File: src/rtl/lagd_island_ctrl.sv
// rtl/lagd_island_ctrl.sv - island job sequencer: block load, anneal iterations, timeout and status
module lagd_island_ctrl #(
    parameter int unsigned NumMemBlocks = 4,
    parameter int unsigned CntWidth     = 32,
    localparam int unsigned BlkW = (NumMemBlocks > 1) ? $clog2(NumMemBlocks) : 1
) (
    input  logic                    clk_i,
    input  logic                    rst_ni,
    input  logic                    start_i,
    input  logic                    abort_i,
    input  logic                    clear_i,
    input  logic [NumMemBlocks-1:0] cfg_blk_mask_i,
    input  logic [CntWidth-1:0]     cfg_num_iter_i,
    input  logic [CntWidth-1:0]     cfg_timeout_i,
    output logic                    load_req_o,
    output logic [BlkW-1:0]         load_blk_o,
    input  logic                    load_ack_i,
    output logic                    core_start_o,
    input  logic                    core_done_i,
    output logic                    mem_sel_o,
    output logic                    busy_o,
    output logic                    done_o,
    output logic                    err_timeout_o,
    output logic                    irq_o,
    output logic [CntWidth-1:0]     iter_cnt_o
);

    typedef enum logic [2:0] {
        S_IDLE,
        S_LOAD,
        S_RUN,
        S_WAIT,
        S_FINISH
    } state_e;

    state_e                  state_q, state_d;
    logic [NumMemBlocks-1:0] rem_q, rem_d;
    logic [CntWidth-1:0]     eff_iter_q, eff_iter_d;
    logic [CntWidth-1:0]     tmo_lim_q, tmo_lim_d;
    logic [CntWidth-1:0]     tmo_cnt_q, tmo_cnt_d;
    logic [CntWidth-1:0]     iter_q, iter_d;
    logic                    done_q, done_d;
    logic                    err_q, err_d;
    logic [BlkW-1:0]         blk_idx;
    logic [CntWidth-1:0]     iter_inc;
    logic [CntWidth-1:0]     tmo_inc;

    // rem_q holds the blocks still to load; the lowest set bit is the one being served.
    always_comb begin
        blk_idx = '0;
        for (int i = NumMemBlocks - 1; i >= 0; i--) begin
            if (rem_q[i]) begin
                blk_idx = BlkW'(i);
            end
        end
    end

    assign iter_inc = iter_q + CntWidth'(1);
    assign tmo_inc  = tmo_cnt_q + CntWidth'(1);

    always_comb begin
        state_d    = state_q;
        rem_d      = rem_q;
        eff_iter_d = eff_iter_q;
        tmo_lim_d  = tmo_lim_q;
        tmo_cnt_d  = tmo_cnt_q;
        iter_d     = iter_q;
        done_d     = done_q & ~clear_i;
        err_d      = err_q & ~clear_i;

        if (abort_i && (state_q != S_IDLE)) begin
            state_d = S_IDLE;
        end else begin
            unique case (state_q)
                S_IDLE: begin
                    if (start_i) begin
                        rem_d      = cfg_blk_mask_i;
                        eff_iter_d = (cfg_num_iter_i == '0) ? CntWidth'(1) : cfg_num_iter_i;
                        tmo_lim_d  = cfg_timeout_i;
                        iter_d     = '0;
                        done_d     = 1'b0;
                        err_d      = 1'b0;
                        state_d    = S_LOAD;
                    end
                end
                S_LOAD: begin
                    if (rem_q == '0) begin
                        state_d = S_RUN;
                    end else if (load_ack_i) begin
                        rem_d = rem_q & (rem_q - NumMemBlocks'(1));
                        if (rem_d == '0) begin
                            state_d = S_RUN;
                        end
                    end
                end
                S_RUN: begin
                    tmo_cnt_d = '0;
                    state_d   = S_WAIT;
                end
                S_WAIT: begin
                    tmo_cnt_d = tmo_inc;
                    // A completion on the timeout cycle still counts as a good iteration.
                    if (core_done_i) begin
                        iter_d  = iter_inc;
                        state_d = (iter_inc == eff_iter_q) ? S_FINISH : S_RUN;
                    end else if ((tmo_lim_q != '0) && (tmo_inc == tmo_lim_q)) begin
                        err_d   = 1'b1;
                        state_d = S_FINISH;
                    end
                end
                S_FINISH: begin
                    done_d  = 1'b1;
                    state_d = S_IDLE;
                end
                default: state_d = S_IDLE;
            endcase
        end
    end

    always_ff @(posedge clk_i or negedge rst_ni) begin
        if (!rst_ni) begin
            state_q    <= S_IDLE;
            rem_q      <= '0;
            eff_iter_q <= '0;
            tmo_lim_q  <= '0;
            tmo_cnt_q  <= '0;
            iter_q     <= '0;
            done_q     <= 1'b0;
            err_q      <= 1'b0;
        end else begin
            state_q    <= state_d;
            rem_q      <= rem_d;
            eff_iter_q <= eff_iter_d;
            tmo_lim_q  <= tmo_lim_d;
            tmo_cnt_q  <= tmo_cnt_d;
            iter_q     <= iter_d;
            done_q     <= done_d;
            err_q      <= err_d;
        end
    end

    assign load_req_o    = (state_q == S_LOAD) && (rem_q != '0);
    assign load_blk_o    = (state_q == S_LOAD) ? blk_idx : '0;
    assign core_start_o  = (state_q == S_RUN) && !abort_i;
    assign irq_o         = (state_q == S_FINISH) && !abort_i;
    assign mem_sel_o     = (state_q == S_RUN) || (state_q == S_WAIT);
    assign busy_o        = (state_q != S_IDLE);
    assign done_o        = done_q;
    assign err_timeout_o = err_q;
    assign iter_cnt_o    = iter_q;

endmodule

File: config.mk
export PLATFORM = sky130hd
export DESIGN_NAME = lagd_island_ctrl
export DESIGN_NICKNAME = d
export VERILOG_FILES = /design/src/rtl/lagd_island_ctrl.sv
export SDC_FILE = /design/constraint.sdc
export NUM_CORES = 1
export LEC_CHECK = 0
export BUFFER_PORTS_ARGS = -buffer_cell sky130_fd_sc_hd__buf_4
export CAP_MARGIN = 40
export CORE_UTILIZATION = 40
export CTS_CLUSTER_DIAMETER = 200
export DETAILED_ROUTE_END_ITERATION = 10
export HOLD_SLACK_MARGIN = 0.03
export RECOVER_POWER = 100
export SYNTH_ARGS = -nofsm -noshare
export SYNTH_HDL_FRONTEND = slang
export SYNTH_SLANG_ARGS = --single-unit
File: constraint.sdc
create_clock -name clk_i -period 3.1 [get_ports clk_i]
set_input_delay 0.62 -clock clk_i [delete_from_list [all_inputs] [get_ports clk_i]]
set_output_delay 0.62 -clock clk_i [all_outputs]
set_load 0.01 [all_outputs]
==> results of run 1 <==
## stage by stage
step	hold slack (ns)	power [W]	setup slack, ns	TNS, ns	cell area (um^2)
floorplan	0.3244	0.004500	0.02439	0	8451
global placement	0.5147	0.005379	-0.1671	-0.3684	10270
detailed placement	0.5142	0.005417	-0.2286	-0.6119	10270
CTS	0.2050	0.007613	-0.07384	-0.1777	11090
global route	0.3988	0.007953	-0.2500	-0.9338	10980
finish	0.3933	0.007517	-0.1092	-0.3121	10980
## final timing paths
check,startpoint,slack (ns),to,cells past startpoint
hold reg to reg,tmo_cnt_q[31],0.52,tmo_cnt_q[31],1
max in group asynchronous,rst_ni,0.70,tmo_cnt_q[20],2
min in group asynchronous,rst_ni,0.60,eff_iter_q[16],1
setup reg to reg,tmo_cnt_q[1],-0.11,state_q[1],11
setup / recovery,tmo_cnt_q[1],-0.11,state_q[1],11
hold / removal,cfg_timeout_i[27],0.39,tmo_lim_q[27],3
## flip-flops by register name, summed over array words and instances, names as in the netlist
signal         flops
done_o             1
eff_iter_q        32
err_timeout_o      1
iter_cnt_o        32
rem_q              4
state_q            3
tmo_cnt_q         32
tmo_lim_q         32
## cell families (layout without fill, tap and decap cells)
kind of cell | count (synthesis) | after routing | share of synthesized area (%)
adder cells (fa/ha/maj) | 2 | 2 | 0.2961
buffers and inverters | 74 | 289 | 3.420
XOR/XNOR | 88 | 88 | 9.121
AND/OR/NAND/NOR | 341 | 341 | 21.77
multiplexers | 66 | 66 | 8.736
AO/OA/AOI/OAI | 218 | 218 | 16.09
flip-flops | 137 | 137 | 40.57
## cell usage after synthesis, types with 4 or more instances
| cell | instances | area [um^2] |
|---|---|---|
| or4_1 | 11 | 82.58 |
| and3_1 | 13 | 81.33 |
| and4_1 | 13 | 113.9 |
| xnor2_1 | 57 | 499.2 |
| nor3_1 | 25 | 125.1 |
| or3_1 | 11 | 68.82 |
| o41ai_1 | 9 | 78.83 |
| nand2b_1 | 4 | 25.02 |
| clkbuf_1 | 49 | 183.9 |
| a31oi_1 | 10 | 62.56 |
| a22o_1 | 7 | 61.31 |
| dfrtp_1 | 137 | 3428 |
| nand4_1 | 31 | 193.9 |
| nand2_1 | 83 | 311.6 |
| xor2_1 | 31 | 271.5 |
| buf_2 | 9 | 45.04 |
| a21oi_1 | 30 | 150.1 |
| mux2i_1 | 4 | 40.04 |
| inv_1 | 13 | 48.80 |
| mux2_2 | 62 | 698.2 |
| nor4_1 | 30 | 187.7 |
| o21ai_0 | 93 | 465.5 |
| nor2_1 | 50 | 187.7 |
| nand3_1 | 33 | 165.2 |
| nor2b_1 | 10 | 62.56 |
| o31ai_1 | 33 | 247.7 |
| a2111oi_0 | 4 | 35.03 |
| and2_1 | 6 | 37.54 |
| o211ai_1 | 5 | 37.54 |
## routing by layer
layer  share of wire [%]  track usage, %  vias up  routed length [um]
li1                    -               -     3857                   -
met2                  46           39.03      232               12080
met5                   0               0        -                   0
met4                 1.3           6.134        0                 343
met3                 6.0           4.286       28                1562
met1                  47           36.03     3948               12240
## power groups by stage
stage / combinational, W / sequential, W / clock (W)
after global routing: 0.00279 / 0.00292 / 0.00225
final: 0.00254 / 0.00284 / 0.00214
after detailed placement: 0.00255 / 0.00287 / 0
after CTS: 0.00260 / 0.00284 / 0.00217
after global placement: 0.00252 / 0.00286 / 0
after floorplan: 0.00184 / 0.00266 / 0
## timing repair
item / in CTS / in global routing
resized for setup: 23 / 14
endpoints found under the setup margin: 4 / 5
pin swaps: 14 / 7
setup buffers: 14 / 3
## area by class of cell
type	instances	area, um^2
timing repair buffer	244	1658
multi-input combinational	715	4902
fill	1972	9510
clock inverter	14	170.2
tap	270	337.8
inverter	13	48.80
clock buffer	18	439.2
sequential	137	3428
## worst max-delay path, cell delays in order, from the launching register on
cell	delay, ns
dfrtp_1	0.35
buf_4	0.11
buf_4	0.14
nand3_1	0.11
or4_4	0.54
or4_1	0.48
a22oi_1	0.19
o2111ai_1	0.18
or4_4	0.46
a2111oi_4	0.27
buf_4	0.17
o22ai_2	0.08
==> results.tsv, run 1 <==
metric	value	unit
Fin. Hold Viols	0	
relative slew slack	-13.95	%
first-pass detailed-route iteration total	5	
Horiz. Die Dim	147.4	um
hold_buf cts	0	
ant diodes	0	
GRT overflow	0	
register area share after synthesis	40.57	%
Tmin final	3.209	ns
MaxCap Viol Count	1	
Area Overhead vs Synth	29.98	%
status	finished, violations left	
Core Region	20490	um^2
synthesized area per cell	9.126	um^2
cell row count	52	
DIE HEIGHT	147.4	um
htree depth	4	
routed wire length	26.22	mm
Worst setup SP type	flip-flop	
Critical Path RT	3.39	ns
Detail Route Antenna Nets	0	
top_reg_cell synth	dfrtp_1	
IO buf count	115	
clk sinks	137	
Psw	0.002698	W
failing checks	max-capacitance violations, max-slew violations, negative setup slack	
Total GRT Usage	25.06	%
register share of total power	37.8	%
CP endpoint kind	flip-flop	
global-route wire length before repair	42.67	mm
pin slew with the least headroom to its limit	1.709	ns
clock root cell	clkbuf_16	
non-filler instance count after layout	1411	
layout cell share with drive strength beyond 1	28.75	%
Initial Util	41.23	%
CP Class	flip-flop to flip-flop	
most frequent cells in the layout	buf_4 (189), dfrtp_1 (137), o21ai_0 (91), nand2_1 (82), mux2_2 (62)	
Hold Path Class	input port to flip-flop	
largest net degree at the start of global routing	68	
vias in the first global route	7739	
mapped cell area	8451	um^2
dpl hpwl	19.43	mm
Peak VDD IR	0.4756	mV
FFs w/ async S/R, synth	100.0	%
Yosys cell types	63	
clock latency on the worst-skew pair	0.43	ns
cells after synthesis	926	
via count	8065	
CTS tree	built	
net count after synthesis	1003	
Final Skew	0.01203	ns
final setup vio count	4	
crit share post-route	103.5	%
clock slew at reported path FFs	0.06	ns
Util after Layout	53.60	%
commonest non-fill, non-tap cell in the layout	buf_4	
Internal Power	0.004819	W
Leak	4.541	nW
Clock power frac	28.4	%
FMAX	311.6	MHz
Synth Register Bits	137	
worst path arrival time	3.50	ns
Ports	116	
average wire per standard cell	18.59	um
initial antenna violation count	0	
dpl cells	1363	
GPL Wtd Cong	0.9211	
DRC violations left	0	
crit-path max FO	9	
vias per cell	5.716	
nets	1205	
Detailed Route Iter0 Violations	614	
switch share	35.90	%
Warnings, synthesis	0	
Clock Path Buffers	2	
Combinational Power Share	33.8	%
number of synthesized flops with an enable pin	0	
die area	21710	um^2
RSZ-0062 raised after global routing	yes	
CTS Buf Count	17	
Slew Limit Fails	68	
final worst slack	-0.1092	ns
pwr/cell area	684.4	nW/um^2
Note: power is estimated with default switching activity, not from simulation.
==> run 2: changes to the inputs <==
--- a/config.mk
+++ b/config.mk
@@ -7,7 +7,7 @@
 export LEC_CHECK = 0
 export BUFFER_PORTS_ARGS = -buffer_cell sky130_fd_sc_hd__buf_4
 export CAP_MARGIN = 40
-export CORE_UTILIZATION = 40
+export CORE_UTILIZATION = 33
 export CTS_CLUSTER_DIAMETER = 200
 export DETAILED_ROUTE_END_ITERATION = 10
 export HOLD_SLACK_MARGIN = 0.03
==> results.tsv, run 2 (same netlist as run 1, synthesis figures left out) <==
metric	value	unit	change
CTS Buf Count	17		unchanged
sequence of cells on the critical path	ha_2 -> nand4_1 -> buf_4 -> or3_4 -> nor3b_2 -> o2111ai_1 -> or4_1 -> or3_1 -> or4b_4 -> o21ai_2		was buf_4 -> buf_4 -> nand3_1 -> or4_4 -> or4_1 -> a22oi_1 -> o2111ai_1 -> or4_4 -> a2111oi_4 -> buf_4 -> o22ai_2
pwr/cell area	683.5	nW/um^2	was 684.4 nW/um^2
failing checks	max-capacitance violations, max-slew violations		was max-capacitance violations, max-slew violations, negative setup slack
htree depth	4		unchanged
CP Class	flip-flop to flip-flop		unchanged
Critical Path RT	3.46	ns	was 3.39 ns
Setup Slack @ Placement	-0.1972	ns	was -0.2286 ns
Hold WS	0.3885	ns	was 0.3933 ns
Crit-path slowest cell	or4_1		was or4_4
average wire per standard cell	18.11	um	was 18.59 um
Detail Route Antenna Nets	0		unchanged
most frequent cells in the layout	buf_4 (195), dfrtp_1 (137), o21ai_0 (91), nand2_1 (83), mux2_2 (62)		was buf_4 (189), dfrtp_1 (137), o21ai_0 (91), nand2_1 (82), mux2_2 (62)
clk sinks	137		unchanged
clock slew at reported path FFs	0.07	ns	was 0.06 ns
Hold Path Cell Cnt	3		unchanged
crit-path max FO	3		was 9
clock latency on the worst-skew pair	0.44	ns	was 0.43 ns
Clock Path Buffers	2		unchanged
crit share post-route	99.81	%	was 103.5%
Peak VDD IR	0.4278	mV	was 0.4756 mV
overall power	0.007567	W	was 0.007517 W
Initial Util	33.56	%	was 41.23%
IO buf count	115		unchanged
Worst setup SP type	flip-flop		unchanged
worst path arrival time	3.46	ns	was 3.50 ns
largest net degree at the start of global routing	61		was 68
max incr delay on CP	0.54	ns	about the same
final worst slack	0.005922	ns	was -0.1092 ns
vias in the first global route	7990		was 7739
layout cell share with drive strength beyond 1	28.50	%	was 28.75%
via count	8059		was 8065
first-pass detailed-route iteration total	5		unchanged
MaxCap Viol Count	1		unchanged
nets	1210		was 1205
status	finished, violations left		unchanged
GPL Wtd Cong	0.9068		was 0.9211
die area	26250	um^2	was 21710 um^2
dpl hpwl	19.43	mm	about the same
Final Skew	0.01118	ns	was 0.01203 ns
pin slew with the least headroom to its limit	2.578	ns	was 1.709 ns
Leak	4.557	nW	was 4.541 nW
Detailed Route Iter0 Violations	672		was 614
initial antenna violation count	0		unchanged
RSZ-0062 raised after global routing	yes		unchanged
final setup vio count	0		was 4
commonest non-fill, non-tap cell in the layout	buf_4		unchanged
GRT overflow	0		unchanged
Horiz. Die Dim	162.0	um	was 147.4 um
vias per cell	5.467		was 5.716
Hold Path Class	input port to flip-flop		unchanged
CP endpoint kind	flip-flop		unchanged
cell row count	58		was 52
R2R cell count	10		was 11
DRC violations left	0		unchanged
CTS tree	built		unchanged
clock root cell	clkbuf_16		unchanged
Ports	116		unchanged
routed wire length	26.70	mm	was 26.22 mm
Slew Limit Fails	47		was 68
Core Region	25180	um^2	was 20490 um^2
DIE HEIGHT	162.0	um	was 147.4 um
relative slew slack	-71.87	%	was -13.95%
ant diodes	0		unchanged
Fin. Hold Viols	0		unchanged
Tmin final	3.094	ns	was 3.209 ns
FMAX	323.2	MHz	was 311.6 MHz
Area Overhead vs Synth	31.00	%	was 29.98%
global-route wire length before repair	42.88	mm	was 42.67 mm
Total GRT Usage	20.90	%	was 25.06%
==> run 2: cell count changes in the layout (fill, tap and decap cells not counted), sizes merged <==
cell and change:
clkinvlp -4, bufinv +1, inv -3, clkbuf -4
clkinv +5, buf +8
==> run 2: worst paths after layout <==
check | startpoint | end | slack, ns
setup reg to reg | tmo_cnt_q[1] | state_q[2] | 0.006
hold reg to reg | tmo_cnt_q[31] | tmo_cnt_q[31] | 0.53
min in group asynchronous | rst_ni | eff_iter_q[12] | 0.99
setup / recovery | tmo_cnt_q[1] | state_q[2] | 0.006
hold / removal | cfg_timeout_i[24] | tmo_lim_q[24] | 0.39
max in group asynchronous | rst_ni | tmo_cnt_q[17] | 0.51
==> run 2: power breakdown <==
group	switching, W	internal [W]
logic	0.00128	0.00129
clock network	0.000830	0.00133
registers	0.000562	0.00227
==> run 2: what timing repair did <==
action,in CTS,in global routing
hold endpoints to repair,0,0
hold buffers,0,0
buffers inserted,17,1
setup endpoints to repair,4,4
pin swaps,18,6
resized for setup,26,5
==> run 2: critical path: cells and delay by family (launching register included) <==
kind / cells / cell delay (ns)
AO/OA/AOI/OAI: 2 / 0.24
buffers and inverters: 1 / 0.19
AND/OR/NAND/NOR: 6 / 2.07
flip-flops: 1 / 0.35
adder cells (fa/ha/maj): 1 / 0.18
==> run 2: cell type report <==
cell class	instances	area, um^2
fill	2450	14110
multi-input combinational	715	4862
sequential	137	3428
timing repair buffer	249	1713
clock buffer	17	425.4
tap	330	412.9
clock inverter	13	180.2
inverter	13	48.80
==> run 2: layer usage <==
metal | wire [um] | GRT usage (%) | part of all wire (%)
met5 | 0 | 0 | 0
met4 | 357 | 6.132 | 1.3
met3 | 1267 | 3.422 | 4.7
met2 | 13120 | 36.01 | 49
met1 | 11950 | 26.79 | 45
==> run 2: stage by stage <==
stage / TNS, ns / instance area (um^2) / utilization [%] / instances
after floorplan: 0 / 8451 / - / 926
after global placement: -0.3102 / 10420 / 41.36 / 1429
after detailed placement: -0.5648 / 10420 / 41.36 / 1429
after CTS: 0 / 11240 / 44.63 / 1473
after global routing: -0.8014 / 11070 / 43.96 / 1474
final: 0 / 11070 / 43.96 / 1474
==> run 3: changes to the inputs <==
--- a/config.mk
+++ b/config.mk
@@ -11,7 +11,7 @@
 export CTS_CLUSTER_DIAMETER = 200
 export DETAILED_ROUTE_END_ITERATION = 10
 export HOLD_SLACK_MARGIN = 0.03
-export RECOVER_POWER = 100
+export PLACE_DENSITY = 0.51
 export SYNTH_ARGS = -nofsm -noshare
 export SYNTH_HDL_FRONTEND = slang
 export SYNTH_SLANG_ARGS = --single-unit
==> results.tsv, run 3 (same netlist as run 1, synthesis figures left out) <==
metric	value	unit	change
Detailed Route Iter0 Violations	480		was 672
average wire per standard cell	18.26	um	was 18.11 um
sequence of cells on the critical path	ha_2 -> nand4_1 -> buf_4 -> or3_4 -> o21ai_1 -> o2111ai_1 -> or4_4 -> or3_4 -> or4b_4 -> o21ai_1		was ha_2 -> nand4_1 -> buf_4 -> or3_4 -> nor3b_2 -> o2111ai_1 -> or4_1 -> or3_1 -> or4b_4 -> o21ai_2
via count	7814		was 8059
max incr delay on CP	0.55	ns	was 0.54 ns
cell row count	58		unchanged
CP Class	flip-flop to flip-flop		unchanged
Util after Layout	44.07	%	was 43.96%
RSZ-0062 raised after global routing	yes		unchanged
DIE HEIGHT	162.0	um	unchanged
pin slew with the least headroom to its limit	0.7051	ns	was 2.578 ns
# fillers	2465		was 2450
crit-path leading delay family	simple AND/OR/NAND/NOR gates		unchanged
htree depth	4		unchanged
hold_buf cts	0		unchanged
clock slew at reported path FFs	0.07	ns	about the same
Peak VDD IR	0.3683	mV	was 0.4278 mV
Setup Slack @ Placement	-0.2258	ns	was -0.1972 ns
Crit-path slowest cell	or4b_4		was or4_1
DRC violations left	0		unchanged
Worst setup SP type	flip-flop		unchanged
GR peak layer	met2		unchanged
vias in the first global route	7776		was 7990
dpl hpwl	19.97	mm	was 19.43 mm
initial antenna violation count	0		unchanged
final instance area	11100	um^2	was 11070 um^2
Area Overhead vs Synth	31.33	%	was 31.00%
Final Skew	0.01425	ns	was 0.01118 ns
die area	26250	um^2	unchanged
nets	1191		was 1210
Detail Route Antenna Nets	0		unchanged
Slew Limit Fails	0		was 47
Hold WS	0.05958	ns	was 0.3885 ns
GR Util met1	28.09	%	was 26.79%
routed wire length	26.60	mm	was 26.70 mm
CP endpoint kind	flip-flop		unchanged
final setup vio count	2		was 0
clk sinks	137		unchanged
worst path arrival time	3.46	ns	about the same
largest net degree at the start of global routing	51		was 61
met3 Usage GRT	3.601	%	was 3.422%
relative slew slack	52.33	%	was -71.87%
most frequent cells in the layout	buf_4 (227), dfrtp_1 (137), o21ai_0 (91), nand2_1 (83), mux2_2 (62)		was buf_4 (195), dfrtp_1 (137), o21ai_0 (91), nand2_1 (83), mux2_2 (62)
MaxCap Viol Count	0		was 1
layout cell share with drive strength beyond 1	31.14	%	was 28.50%
first-pass detailed-route iteration total	5		unchanged
ant diodes	0		unchanged
GRT overflow	0		unchanged
Ports	116		unchanged
Initial Util	33.56	%	unchanged
Clock Path Buffers	2		unchanged
crit-path max FO	4		was 3
global-route wire length before repair	43.04	mm	was 42.88 mm
clock root cell	clkbuf_16		unchanged
FMAX	321.7	MHz	was 323.2 MHz
Total GRT Usage	21.15	%	was 20.90%
commonest non-fill, non-tap cell in the layout	buf_4		unchanged
pwr/cell area	682.8	nW/um^2	was 683.5 nW/um^2
IO buf count	115		unchanged
GRT met2 Usage	35.39	%	was 36.01%
status	finished, violations left		unchanged
final worst slack	-0.008057	ns	was 0.005922 ns
GPL Wtd Cong	0.8833		was 0.9068
Core Region	25180	um^2	unchanged
crit share post-route	100.3	%	was 99.81%
Hold Path Class	input port to async pin		was input port to flip-flop
CTS tree	built		unchanged
CTS Buf Count	17		unchanged
clock latency on the worst-skew pair	0.43	ns	was 0.44 ns
Critical Path RT	3.46	ns	about the same
Fin. Hold Viols	0		unchanged
Worst Path Buf+Inv	1		unchanged
failing checks	negative setup slack		was max-capacitance violations, max-slew violations
Tmin final	3.108	ns	was 3.094 ns
DP Area	10340	um^2	was 10420 um^2
vias per cell	5.363		was 5.467
Leak	4.626	nW	was 4.557 nW
Horiz. Die Dim	162.0	um	unchanged
run 3: final timing paths:
check | to | slack [ns] | from | cells past startpoint
max | state_q[2] | -0.008 | tmo_cnt_q[0] | 10
min | eff_iter_q[15] | 0.06 | rst_ni | 1
max reg2reg | state_q[2] | -0.008 | tmo_cnt_q[0] | 10
min reg2reg | eff_iter_q[7] | 0.52 | eff_iter_q[7] | 1
max in group asynchronous | iter_cnt_o[23] | 2.31 | rst_ni | 2
min in group clk_i | tmo_lim_q[27] | 0.40 | cfg_timeout_i[27] | 3
run 3: final cells by class:
class / count / area, um^2 / area share (%)
clock buffer: 18 / 439.2 / 3.957
clock inverter: 14 / 171.4 / 1.545
inverter: 13 / 48.80 / 0.4397
multi-input combinational: 715 / 4851 / 43.71
sequential: 137 / 3428 / 30.89
tap: 330 / 412.9 / 3.720
timing repair buffer: 230 / 1747 / 15.74
run 3: timing repair:
item / in CTS / in global routing
setup buffers: 4 / 1
resized for setup: 18 / 6
pin swaps: 7 / 3
cloned: 0 / 0
endpoints found under the setup margin: 4 / 4
run 3: metrics by stage:
step	total power [W]	std cells	setup TNS, ns
2_1_floorplan	0.004500	926	0
3_3_place_gp	0.005416	1420	-0.5372
3_5_place_dp	0.005454	1420	-0.6813
4_1_cts	0.007654	1456	-0.02312
5_1_grt	0.008050	1457	-0.6475
6_report	0.007578	1457	-0.01505
run 3: per-layer routing:
layer	vias up	share of wire [%]
met5	-	0
met4	0	1.2
met3	18	4.1
li1	3810	-
met2	184	49
met1	3802	46
run 3: report_power, final:
part | leakage, nW | internal, W | switching (W)
clock | 0.293 | 0.00129 | 0.000850
combinational | 2.57 | 0.00132 | 0.00128
sequential | 1.76 | 0.00227 | 0.000562
run 3: worst reg2reg max path, cell delays in order (launching register included):
cell and delay (ns):
dfrtp_1 0.38, ha_2 0.19, nand4_1 0.17, buf_4 0.20, or3_4 0.38, o21ai_1 0.15
o2111ai_1 0.13, or4_4 0.43, or3_4 0.33, or4b_4 0.55, o21ai_1 0.12
